`config.mk`:
```
export PLATFORM = sky130hd
export DESIGN_NAME = uart_rx_flat
export DESIGN_NICKNAME = d
export VERILOG_FILES = /design/src/rtl/uart_pkg.sv /design/src/rtl/uart_rx_if.sv /design/src/rtl/uart_sync2.sv /design/src/rtl/uart_rx.sv /design/src/flat_wrapper.sv
export SDC_FILE = /design/constraint.sdc
export NUM_CORES = 1
export LEC_CHECK = 0
export CORE_ASPECT_RATIO = 1.25
export CORE_UTILIZATION = 55
export CTS_BUF_LIST = sky130_fd_sc_hd__clkbuf_8
export DETAILED_ROUTE_END_ITERATION = 7
export PLACE_DENSITY_LB_ADDON = 0.05
export SKIP_CTS_REPAIR_TIMING = 1
export SLEW_MARGIN = 20
export SYNTH_ARGS = -nofsm -noshare
export SYNTH_HDL_FRONTEND = slang
export SYNTH_HIERARCHICAL = 1
export SYNTH_SLANG_ARGS = --single-unit
export TNS_END_PERCENT = 5
```
`constraint.sdc`:
```
create_clock -name sysclk_in -period 2.9 [get_ports sysclk_in]
set_input_delay 0.29 -clock sysclk_in [delete_from_list [all_inputs] [get_ports sysclk_in]]
set_output_delay 0.29 -clock sysclk_in [all_outputs]
set_load 0.005 [all_outputs]
```
`src/rtl/uart_pkg.sv`:
```
// Shared UART definitions: FSM state encodings and default frame parameters.
package uart_pkg;

  localparam int unsigned OVERSAMPLING_DEF = 8;
  localparam int unsigned DATA_BITS_DEF    = 8;

  typedef enum logic [1:0] {
    ST_IDLE  = 2'b00,
    ST_START = 2'b01,
    ST_DATA  = 2'b10,
    ST_STOP  = 2'b11
  } uart_state_e;

endpackage

```
`src/rtl/uart_rx_if.sv`:
```
// Receiver-side bus: baud tick and serial line in, parallel word and status out.
interface uart_rx_if #(
  parameter int unsigned DATA_BITS = uart_pkg::DATA_BITS_DEF
) ();

  logic                 baudpulse_in;
  logic                 rx_serial_in;
  logic [DATA_BITS-1:0] rx_data_out;
  logic                 rx_done_out;
  logic                 rx_busy_out;
  logic                 rx_frame_err_out;

  modport master (
    output baudpulse_in,
    output rx_serial_in,
    input  rx_data_out,
    input  rx_done_out,
    input  rx_busy_out,
    input  rx_frame_err_out
  );

  modport slave (
    input  baudpulse_in,
    input  rx_serial_in,
    output rx_data_out,
    output rx_done_out,
    output rx_busy_out,
    output rx_frame_err_out
  );

endinterface

```
`src/rtl/uart_sync2.sv`:
```
// Two-flop synchronizer for an asynchronous single-bit input.
module uart_sync2 #(
  parameter logic RESET_VAL = 1'b1
) (
  input  logic sysclk_in,
  input  logic rst_in,
  input  logic async_in,
  output logic sync_out
);

  logic meta;

  // Metastability stage followed by the output stage.
  always_ff @(posedge sysclk_in) begin
    if (rst_in) begin
      meta     <= RESET_VAL;
      sync_out <= RESET_VAL;
    end else begin
      meta     <= async_in;
      sync_out <= meta;
    end
  end

endmodule

```
`src/rtl/uart_rx.sv`:
```
// UART receiver: oversampled start-bit qualification, mid-bit sampling, LSB-first.
module uart_rx
  import uart_pkg::*;
#(
  parameter int unsigned OVERSAMPLING = OVERSAMPLING_DEF,
  parameter int unsigned DATA_BITS    = DATA_BITS_DEF
) (
  input  logic     sysclk_in,
  input  logic     rst_in,
  uart_rx_if.slave bus
);

  localparam int unsigned CNT_W = $clog2(OVERSAMPLING);
  localparam int unsigned IDX_W = $clog2(DATA_BITS + 1);

  localparam logic [CNT_W-1:0] HALF_LAST = CNT_W'(OVERSAMPLING / 2 - 1);
  localparam logic [CNT_W-1:0] BIT_LAST  = CNT_W'(OVERSAMPLING - 1);
  localparam logic [IDX_W-1:0] IDX_LAST  = IDX_W'(DATA_BITS - 1);

  uart_state_e          state_q;
  uart_state_e          state_d;
  logic                 rx_sync;
  logic                 rx_prev;
  logic [CNT_W-1:0]     tick_q;
  logic [IDX_W-1:0]     idx_q;
  logic [DATA_BITS-1:0] shift_q;
  logic [DATA_BITS-1:0] data_q;
  logic                 done_q;
  logic                 busy_q;
  logic                 err_q;

  logic edge_det;
  logic half_hit;
  logic bit_hit;
  logic tick_clr;
  logic tick_inc;
  logic idx_clr;
  logic idx_inc;
  logic shift_en;
  logic done_d;
  logic err_d;

  uart_sync2 #(
    .RESET_VAL (1'b1)
  ) u_sync (
    .sysclk_in (sysclk_in),
    .rst_in    (rst_in),
    .async_in  (bus.rx_serial_in),
    .sync_out  (rx_sync)
  );

  // Tick-qualified events shared by next-state and control logic.
  assign edge_det = bus.baudpulse_in & rx_prev & ~rx_sync;
  assign half_hit = bus.baudpulse_in & (tick_q == HALF_LAST);
  assign bit_hit  = bus.baudpulse_in & (tick_q == BIT_LAST);

  // State register.
  always_ff @(posedge sysclk_in) begin
    if (rst_in) state_q <= ST_IDLE;
    else        state_q <= state_d;
  end

  // Next-state logic.
  always_comb begin
    state_d = state_q;
    unique case (state_q)
      ST_IDLE:  if (edge_det) state_d = ST_START;
      ST_START: if (half_hit) state_d = rx_sync ? ST_IDLE : ST_DATA;
      ST_DATA:  if (bit_hit && (idx_q == IDX_LAST)) state_d = ST_STOP;
      ST_STOP:  if (bit_hit) state_d = ST_IDLE;
      default:  state_d = ST_IDLE;
    endcase
  end

  // Datapath controls and frame-result strobes per state.
  always_comb begin
    tick_clr = 1'b0;
    tick_inc = 1'b0;
    idx_clr  = 1'b0;
    idx_inc  = 1'b0;
    shift_en = 1'b0;
    done_d   = 1'b0;
    err_d    = 1'b0;
    unique case (state_q)
      ST_IDLE: begin
        if (edge_det) tick_clr = 1'b1;
      end
      ST_START: begin
        if (half_hit) begin
          tick_clr = 1'b1;
          idx_clr  = 1'b1;
        end else if (bus.baudpulse_in) begin
          tick_inc = 1'b1;
        end
      end
      ST_DATA: begin
        if (bit_hit) begin
          tick_clr = 1'b1;
          shift_en = 1'b1;
          idx_inc  = 1'b1;
        end else if (bus.baudpulse_in) begin
          tick_inc = 1'b1;
        end
      end
      ST_STOP: begin
        if (bit_hit) begin
          tick_clr = 1'b1;
          done_d   = rx_sync;
          err_d    = ~rx_sync;
        end else if (bus.baudpulse_in) begin
          tick_inc = 1'b1;
        end
      end
      default: ;
    endcase
  end

  // Counters, shift register, line history and registered outputs.
  always_ff @(posedge sysclk_in) begin
    if (rst_in) begin
      rx_prev <= 1'b1;
      tick_q  <= '0;
      idx_q   <= '0;
      shift_q <= '0;
      data_q  <= '0;
      done_q  <= 1'b0;
      busy_q  <= 1'b0;
      err_q   <= 1'b0;
    end else begin
      if (bus.baudpulse_in) rx_prev <= rx_sync;

      if (tick_clr)      tick_q <= '0;
      else if (tick_inc) tick_q <= tick_q + CNT_W'(1);

      if (idx_clr)      idx_q <= '0;
      else if (idx_inc) idx_q <= idx_q + IDX_W'(1);

      if (shift_en) shift_q <= {rx_sync, shift_q[DATA_BITS-1:1]};

      if (done_d) data_q <= shift_q;

      done_q <= done_d;
      err_q  <= err_d;
      busy_q <= (state_d == ST_DATA) || (state_d == ST_STOP);
    end
  end

  assign bus.rx_data_out      = data_q;
  assign bus.rx_done_out      = done_q;
  assign bus.rx_busy_out      = busy_q;
  assign bus.rx_frame_err_out = err_q;

endmodule
```
`src/flat_wrapper.sv`:
```
// flat-port wrapper written by rule: the top's interface ports become plain ports
module uart_rx_flat import uart_pkg::*;
#(
  parameter int unsigned OVERSAMPLING = OVERSAMPLING_DEF,
  parameter int unsigned DATA_BITS    = DATA_BITS_DEF
)
  (sysclk_in, rst_in, bus_baudpulse_in, bus_rx_serial_in, bus_rx_data_out, bus_rx_done_out, bus_rx_busy_out, bus_rx_frame_err_out);
  uart_rx_if #(.DATA_BITS(DATA_BITS)) bus_i ();
  input  logic sysclk_in;
  input  logic rst_in;
  input wire logic [$bits(bus_i.baudpulse_in)-1:0] bus_baudpulse_in;
  input wire logic [$bits(bus_i.rx_serial_in)-1:0] bus_rx_serial_in;
  output wire logic [$bits(bus_i.rx_data_out)-1:0] bus_rx_data_out;
  output wire logic [$bits(bus_i.rx_done_out)-1:0] bus_rx_done_out;
  output wire logic [$bits(bus_i.rx_busy_out)-1:0] bus_rx_busy_out;
  output wire logic [$bits(bus_i.rx_frame_err_out)-1:0] bus_rx_frame_err_out;
  assign bus_i.baudpulse_in = bus_baudpulse_in;
  assign bus_i.rx_serial_in = bus_rx_serial_in;
  assign bus_rx_data_out = bus_i.rx_data_out;
  assign bus_rx_done_out = bus_i.rx_done_out;
  assign bus_rx_busy_out = bus_i.rx_busy_out;
  assign bus_rx_frame_err_out = bus_i.rx_frame_err_out;
  uart_rx #(.OVERSAMPLING(OVERSAMPLING), .DATA_BITS(DATA_BITS)) u_core (.sysclk_in(sysclk_in), .rst_in(rst_in), .bus(bus_i));
endmodule
```
# Yosys cells after proc, flatten, opt, wreduce, memory -nomap -nowiden
# Cells that the tools add are included.
[word_totals] elab_cells=53 output_inout_bits=11 inputBits=4 register_bits=31
[op_classes] n_mux=18 reduce_logical=7 n_bitwise=7 addsub=2 n_eq_ne=8
[ops] cell="$mux W1" count=10
[ops] cell="$mux W2" count=5
[ops] cell="$eq A2 B2 Y1 const B" count=4
[ops] cell="$pmux W2 S4" count=1
[ops] cell="$reduce_or A2 Y1" count=3
[ops] cell="$add A4 B1 Y4 const B" count=1
[ops] cell="$and A1 B1 Y1" count=4
[ops] cell="$eq A4 B3 Y1 const B" count=1
[ops] cell="$add A3 B1 Y3 const B" count=1
[ops] cell="$eq A3 B2 Y1 const B" count=1
[ops] cell="$eq A3 B3 Y1 const B" count=1
[ops] cell="$not A1 Y1" count=3
[ops] cell="$pmux W1 S3" count=1
[ops] cell="$reduce_or A3 Y1" count=1
[ops] cell="$eq A2 B1 Y1 const B" count=1
[ops] cell="$logic_not A2 Y1" count=1
[ops] cell="$pmux W1 S2" count=1
[ops] cell="$logic_and A1 B1 Y1" count=1
[ops] cell="$logic_or A1 B1 Y1" count=1

# Depth between registers and ports, before layout
# Gate-level depths: netlist of run 1.
[logic_depth] depth_word=7 ltp_mapped=7 ltp_nobuf=5

# Modules after synthesis
# The synthesis of run 1 kept the hierarchy.
[modules_own_cells] mod="uart_rx" seq_area_each_um2=580.6 area_per_inst_um2=1270.0 cells_each=147 n_inst=1
[modules_own_cells] mod="uart_sync2" seq_area_each_um2=40.0 area_per_inst_um2=52.6 cells_each=4 n_inst=1

# Worst setup path before layout of run 1
# No wires, ideal clock.
[synth_timing] kind="reg-to-reg" start="register u_core.tick_q[0]" end="register u_core.tick_q[2]" required_time_ns=2.797 period_less_slack_ns=1.500 t_arrival_ns=1.397 path_buffers=1 stages_incl_launch_ff=7 setup_slack_ns=1.400 setup_ns=0.103 path_cell_list="dfxtp_1 > ha_1 > ha_1 > buf_2 > and3b_1 > nor3_1 > a2111oi_2"
[synth_between] elab_chain_cells=5 elab_cells_between_ends=12 classes_between="1 x add/sub; 2 x eq/ne; 6 x mux; 2 x bitwise; 1 x reduce/logical"
[synth_lines] item="start, declared" line="uart_rx.sv:24" text="logic [CNT_W-1:0] tick_q;"
[synth_lines] item="start signal, assigned" line="uart_rx.sv:133" text="else if (tick_inc) tick_q <= tick_q + CNT_W'(1);"
[synth_lines] item="$eq A3 B3 Y1 / $eq A3 B2 Y1 (equally long branches)" line="uart_rx.sv:55, uart_rx.sv:54"
[synth_lines] item="$and A1 B1 Y1, on equally long branches" line="uart_rx.sv:55, uart_rx.sv:54"
[synth_lines] item="$mux W1, on equally long branches" line="uart_rx.sv:97, uart_rx.sv:106, uart_rx.sv:89"
[synth_lines] item="$pmux W1 S3" line="uart_rx.sv:84" text="unique case (state_q)"
[synth_lines] item="$reduce_or A2 Y1 (no source line)"
# Several ways; a longest one is shown, not always the timed one.
# A chain may end at the register's enable or synchronous reset.

# Worst setup path after layout of run 1
[layout_timing] start="register u_core.tick_q[0]" end="register u_core.state_q[0]"
[layout_between] elab_chain_cells=5 elab_cells_between_ends=9 classes_between="2 x eq/ne; 4 x mux; 2 x bitwise; 1 x reduce/logical"
[layout_lines] item="$eq A3 B3 Y1" line="uart_rx.sv:55" text="assign bit_hit = bus.baudpulse_in & (tick_q == BIT_LAST);"
[layout_lines] item="$and A1 B1 Y1" line="uart_rx.sv:55"
[layout_lines] item="$logic_and A1 B1 Y1" line="uart_rx.sv:69" text="ST_DATA: if (bit_hit && (idx_q == IDX_LAST)) state_d = ST_STOP;"
[layout_lines] item="$mux W2" line="uart_rx.sv:69"
[layout_lines] item="$pmux W2 S4 *" line="uart_rx.sv:66" text="unique case (state_q)"
[layout_lines] item="end signal, assigned" line="uart_rx.sv:60" text="else state_q <= state_d;"
[layout_lines] item="end, declared" line="uart_rx.sv:20" text="uart_state_e state_q;"
# Mark *: on every way between the ends. The rest lies on a longest branch, timed or not.

==> results.yml, run 1 <==
detailed_routing:
  dr.max_layer_used: "met4"
  avgViaCountPerCell: 5.784
  wl_met1_um: 1147
  ant_nets: 0
  via_count: 1122
  drtPass1Iterations: 4
  wl_met3_um: 123
  first_iter_violations: 30
  wl_per_cell_um: 13.48
  routed_wl_um: 2616
  dr_wl_met2_um: 1297
  remaining_drc_errors: 0
clock_tree:
  htree_levels: 2
  clk_pin_slew_ps: 60
  insertion_delay_ps: 280
  cts_buffers: 5
  cts.sinks: 31
  cts_buffer_depth: 2
  clockRootBuffer: "clkbuf_8"
  tritoncts: "done"
final_layout:
  syn2layout_area_growth_pct: 18.07
  fin_cells: 194
  final_cell_area_um2: 1562
  fillCellCount: 189
  num-nets-final: 170
  diodes: 0
  final_layout_size_suffix_gt1_share_pct: 6.135
status:
  status: "finished clean"
floorplanning:
  die_y_um: 56.83
  start_util_pct: 59.18
  ios: 15
  die_w_um: 45.86
  core_area_um2: 2235
  dieArea_um2: 2606
  fp-row-count: 19
timing:
  fin_worst_skew_ps: 4.116
  period_share_pct: 62.98
  max_freq_mhz: 547.6
  tightest_slew_ps: 883.5
  rsz0062_at_grt: "false"
  timing.final.ws_setup_ps: 1074
  hold_viol: 0
  maxSlewViolCount: 0
  setup_violations: 0
  maxSlewHeadroom_pct: 40.92
  tns_ps: 0
  timing.final.crit_period_ps: 1826
global_routing:
  grt_use_total_pct: 24.41
  grt_pass1_vias: 1018
  grt_pass1_wl_um: 4560
  grt_max_degree: 27
  antenna_found_initial: 0
  grt.overflow.total: 0
synth:
  syn_inst: 151
  yosysSeqAreaShare_pct: 46.93
  synth-async-reset-ratio_pct: 0
  syn_area_um2: 1323
  ys_ff_latch: 31
  synth-edff-count: 0
  synth_cell_types: 35
  ys.flop_type: "dfxtp_1"
  yosysWarningCount: 6
  synth_nets: 159
  syn_area_per_cell_um2: 8.758
placement:
  gp_congestion: 0.8239
  place_ws_ps: 964.4
  dp.cells: 186
  dp_hpwl_um: 1679
  placed_area_um2: 1444
  port-buffer-count: 14
pwr:
  p_per_area_nw_per_um2: 569.5
  intPower_mw: 0.7155
  p_seq_share_pct: 48.8
  power_switching_share_pct: 19.54
  p_leak_nw: 0.5422
  clkPwrFrac_pct: 48.5
  p_sw_mw: 0.1738
  ir_drop_mv: 0.5501
  share_comb_of_total_power_pct: 2.7
  power.total_mw: 0.8893
setup_path:
  crit_fanout: 11
  end_kind: "register"
  arrival_ps: 2020
  crit_type: "register to register"
  required_ps: 3090
  start_kind: "register"
worst_hold_path:
  hold_path_class: "register to register"
job:
  maxCapViolations: 0
-- flip-flops by register name, indices dropped and copies added, names as in the netlist, 2 cells and up --
register and flops:
u_core/bus.rx_data_out 8, u_core/shift_q 8, u_core/idx_q 4, u_core/tick_q 3, u_core/state_q 2
-- path summary, 6_finish.rpt --
kind,endpoint,from,slack (ps),cells after the start
setup reg to reg,u_core/state_q[0]$_SDFF_PP0_,u_core/tick_q[0]$_SDFFE_PP0P_,1070,5
setup / recovery,u_core/state_q[0]$_SDFF_PP0_,u_core/tick_q[0]$_SDFFE_PP0P_,1070,5
hold reg to reg,u_core/u_sync/sync_out$_SDFF_PP1_,u_core/u_sync/meta$_SDFF_PP1_,420,1
hold / removal,u_core/u_sync/sync_out$_SDFF_PP1_,u_core/u_sync/meta$_SDFF_PP1_,420,1
-- metal layers --
metal	vias to the layer above	global-route usage, %
li1	556	-
met1	531	30.51
met2	27	36.02
met3	8	10.29
met4	0	10.08
met5	-	0
-- critical path, cell delays in order (launching register included) --
cell and delay [ps]:
dfxtp_1 360, ha_1 180, ha_1 350, and4b_1 520, nand4b_1 150, a31oi_1 170
-- cell families after synthesis --
group	synth area share, %
buffers and inverters	5.487
xor gates and xnor gates	0.6624
DFF	46.93
AOI/OAI and AO/OA	18.16
and+or+nand+nor	24.22
adders and majority gates	3.784
muxes	0.7569
-- layout make-up --
| type | count | area (um2) | share of cell area [%] |
|---|---|---|---|
| Inverter | 4 | 15.01 | 0.9615 |
| Clock inverter | 2 | 35.03 | 2.244 |
| Clock buffer | 6 | 82.58 | 5.288 |
| Multi-Input combinational cell | 106 | 629.4 | 40.30 |
| Timing Repair Buffer | 14 | 140.1 | 8.974 |
| Sequential cell | 31 | 620.6 | 39.74 |
| Tap cell | 31 | 38.79 | 2.484 |
-- cells in the mapped netlist, types with 2 or more instances --
cell type  instances  area share (%)
a211oi_1           2             1.1
a21oi_1           23             8.7
buf_2              4             1.5
buf_4              2             1.1
clkbuf_1           3            0.85
dfxtp_1           31              47
ha_1               4             3.8
inv_1              4             1.1
nand2_1           22             6.2
nand3_1           13             4.9
nand3b_1           2             1.1
nor2_1             2            0.57
nor3_1             2            0.76
o21ai_0           13             4.9
or2_1              2            0.95
or3_1              3             1.4
-- stage by stage --
stage / hold slack, ps / utilization (%)
3_3_place_gp: 399.2 / 64.61
5_1_grt: 447.0 / 69.88
4_1_cts: 423.9 / 69.88
3_5_place_dp: 400.9 / 64.61
2_1_floorplan: 367.5 / -
6_report: 418.6 / 69.88
-- cells in the final DEF, fill, tap and decap left out, drive strengths merged, types with 2 or more instances in the layout --
cell,Yosys,routed
dfxtp,31,31
a21oi,23,23
nand2,22,22
clkdlybuf4s50,0,14
nand3,13,13
o21ai,13,13
clkbuf,3,6
inv,4,4
ha,4,4
or3,3,3
nand3b,2,2
nor2,2,2
a211oi,2,2
nor3,2,2
or2,2,2
nand4b,2,2
-- power by group through the flow --
stage / Combinational (mW) / Sequential (mW) / Clock [mW]
2_1_floorplan: 0.0182 / 0.440 / 0
3_3_place_gp: 0.0225 / 0.443 / 0
3_5_place_dp: 0.0232 / 0.443 / 0
4_1_cts: 0.0241 / 0.433 / 0.439
5_1_grt: 0.0264 / 0.434 / 0.463
6_report: 0.0240 / 0.434 / 0.432
No activity file was read; power rests on OpenSTA's default activity.
==> run 2, diff against run 1 <==
--- a/config.mk
+++ b/config.mk
@@ -6,7 +6,7 @@
 export NUM_CORES = 1
 export LEC_CHECK = 0
 export CORE_ASPECT_RATIO = 1.25
-export CORE_UTILIZATION = 55
+export CORE_UTILIZATION = 51
 export CTS_BUF_LIST = sky130_fd_sc_hd__clkbuf_8
 export DETAILED_ROUTE_END_ITERATION = 7
 export PLACE_DENSITY_LB_ADDON = 0.05
==> constraint.sdc (replaced) <==
create_clock -name sysclk_in -period 1.5 [get_ports sysclk_in]
set_input_delay 0.15 -clock sysclk_in [delete_from_list [all_inputs] [get_ports sysclk_in]]
set_output_delay 0.15 -clock sysclk_in [all_outputs]
set_load 0.005 [all_outputs]
==> results.yml, run 2 (synthesized netlist as in run 1, its figures left out) <==
job:
  maxCapViolations: 0
timing:
  tns_ps: 0
  maxSlewHeadroom_pct: 72.94
  hold_viol: 0
  max_freq_mhz: 693.1
  tightest_slew_ps: 405.3
  period_share_pct: 96.19
  timing.final.crit_period_ps: 1443
  fin_worst_skew_ps: 7.485
  maxSlewViolCount: 0
  setup_violations: 0
  timing.final.ws_setup_ps: 57.20
setup_path:
  crit_type: "register to register"
  r2r_slack_ps: 60
  r2r_end: "u_core/tick_q[0]$_SDFFE_PP0P_"
  end_kind: "register"
  rr_startpoint: "u_core/tick_q[1]$_SDFFE_PP0P_"
  required_ps: 1690
  arrival_ps: 1630
  start_kind: "register"
  crit_fanout: 4
  worstSetupStartpoint: "u_core/tick_q[1]$_SDFFE_PP0P_"
  reg2regPathDepth: 5
clock_tree:
  insertion_delay_ps: 280
  cts.sinks: 31
  clk_pin_slew_ps: 70
  cts_buffer_depth: 2
  cts_buffers: 5
  tritoncts: "done"
  htree_levels: 2
  clockRootBuffer: "clkbuf_8"
placement:
  port-buffer-count: 14
  gp_congestion: 0.8188
  place_ws_ps: -104.9
  dp_hpwl_um: 1949
final_layout:
  final_layout_size_suffix_gt1_share_pct: 17.14
  num-nets-final: 183
  final_common_cell: "dfxtp_1"
  mostFrequentLayoutCells: "dfxtp_1 (28), nand2_1 (22), a21oi_1 (22), clkdlybuf4s50_1 (14)"
  fin_util_pct: 68.78
  fillCellCount: 230
  diodes: 0
  syn2layout_area_growth_pct: 27.53
detailed_routing:
  via_count: 1148
  avgViaCountPerCell: 5.519
  ant_nets: 0
  first_iter_violations: 26
  remaining_drc_errors: 0
  drtPass1Iterations: 4
  routed_wl_um: 2848
  wl_per_cell_um: 13.69
global_routing:
  grt_pass1_wl_um: 4422
  grt_pass1_vias: 1036
  grt.overflow.total: 0
  grt_max_degree: 18
  antenna_found_initial: 0
  grt_use_total_pct: 22.93
worst_hold_path:
  min_from: "u_core/u_sync/meta$_SDFF_PP1_"
  min_to: "u_core/u_sync/sync_out$_SDFF_PP1_"
  hold_path_class: "register to register"
  hold_path_depth: 1
floorplanning:
  start_util_pct: 53.93
  dieArea_um2: 2802
  ios: 15
  die_w_um: 47.55
  fp-row-count: 20
  die_y_um: 58.94
  core_area_um2: 2452
pwr:
  ir_drop_mv: 0.6763
  p_leak_nw: 0.5864
  power.total_mw: 1.539
  p_per_area_nw_per_um2: 912.8
status:
  status: "finished clean"
==> run 2: per-layer routing <==
metal	vias to the layer above	GRT usage [%]	wire length, um
met3	10	8.589	99
met2	18	37.77	1503
met4	0	11.51	80
li1	581	-	-
met1	539	24.86	1163
met5	-	0	0
==> run 2: worst max-delay path by stage <==
stage               depth (start not counted)  slack (ps)                        endpoint
floorplan                                   6           5   u_core/tick_q[2]$_SDFFE_PP0P_
global placement                            5         -60   u_core/tick_q[2]$_SDFFE_PP0P_
detailed placement                          5        -100   u_core/tick_q[2]$_SDFFE_PP0P_
CTS                                         6        -130  u_core/shift_q[7]$_SDFFE_PP0P_
global route                                5          -1   u_core/tick_q[0]$_SDFFE_PP0P_
finish                                      5          60   u_core/tick_q[0]$_SDFFE_PP0P_
==> run 2: area by class of cell <==
type	instances	area (um2)	share of cell area (%)
multi-input cells	106	676.9	40.13
flip-flops and latches	31	624.3	37.02
repair buffers	27	241.5	14.32
clock buffers	6	82.58	4.896
well taps	33	41.29	2.448
inverters	4	15.01	0.8902
clock inverters	1	5.005	0.2967
==> run 2: metrics by stage <==
stage | cell area (um2) | hold slack, ps | instances
after floorplan | 1325 | 227.5 | 151
after global placement | 1544 | 400.9 | 201
after detailed placement | 1544 | 397.2 | 201
after CTS | 1632 | 416.6 | 208
after global routing | 1687 | 427.6 | 208
final | 1687 | 410.0 | 208
==> run 2: report_power, final <==
part / leakage, nW / internal (mW) / total (mW) / switching [mW]
clock: 0.0470 / 0.359 / 0.643 / 0.284
sequential: 0.252 / 0.830 / 0.837 / 0.00769
combinational: 0.287 / 0.0248 / 0.0590 / 0.0342
total: 0.586 / 1.21 / 1.54 / 0.326
==> run 2: worst max-delay path: stages (launching register included) <==
cell and delay, ps:
dfxtp_2 340, ha_4 170, ha_2 190, nand4bb_4 240
a21o_1 200, a211oi_1 200
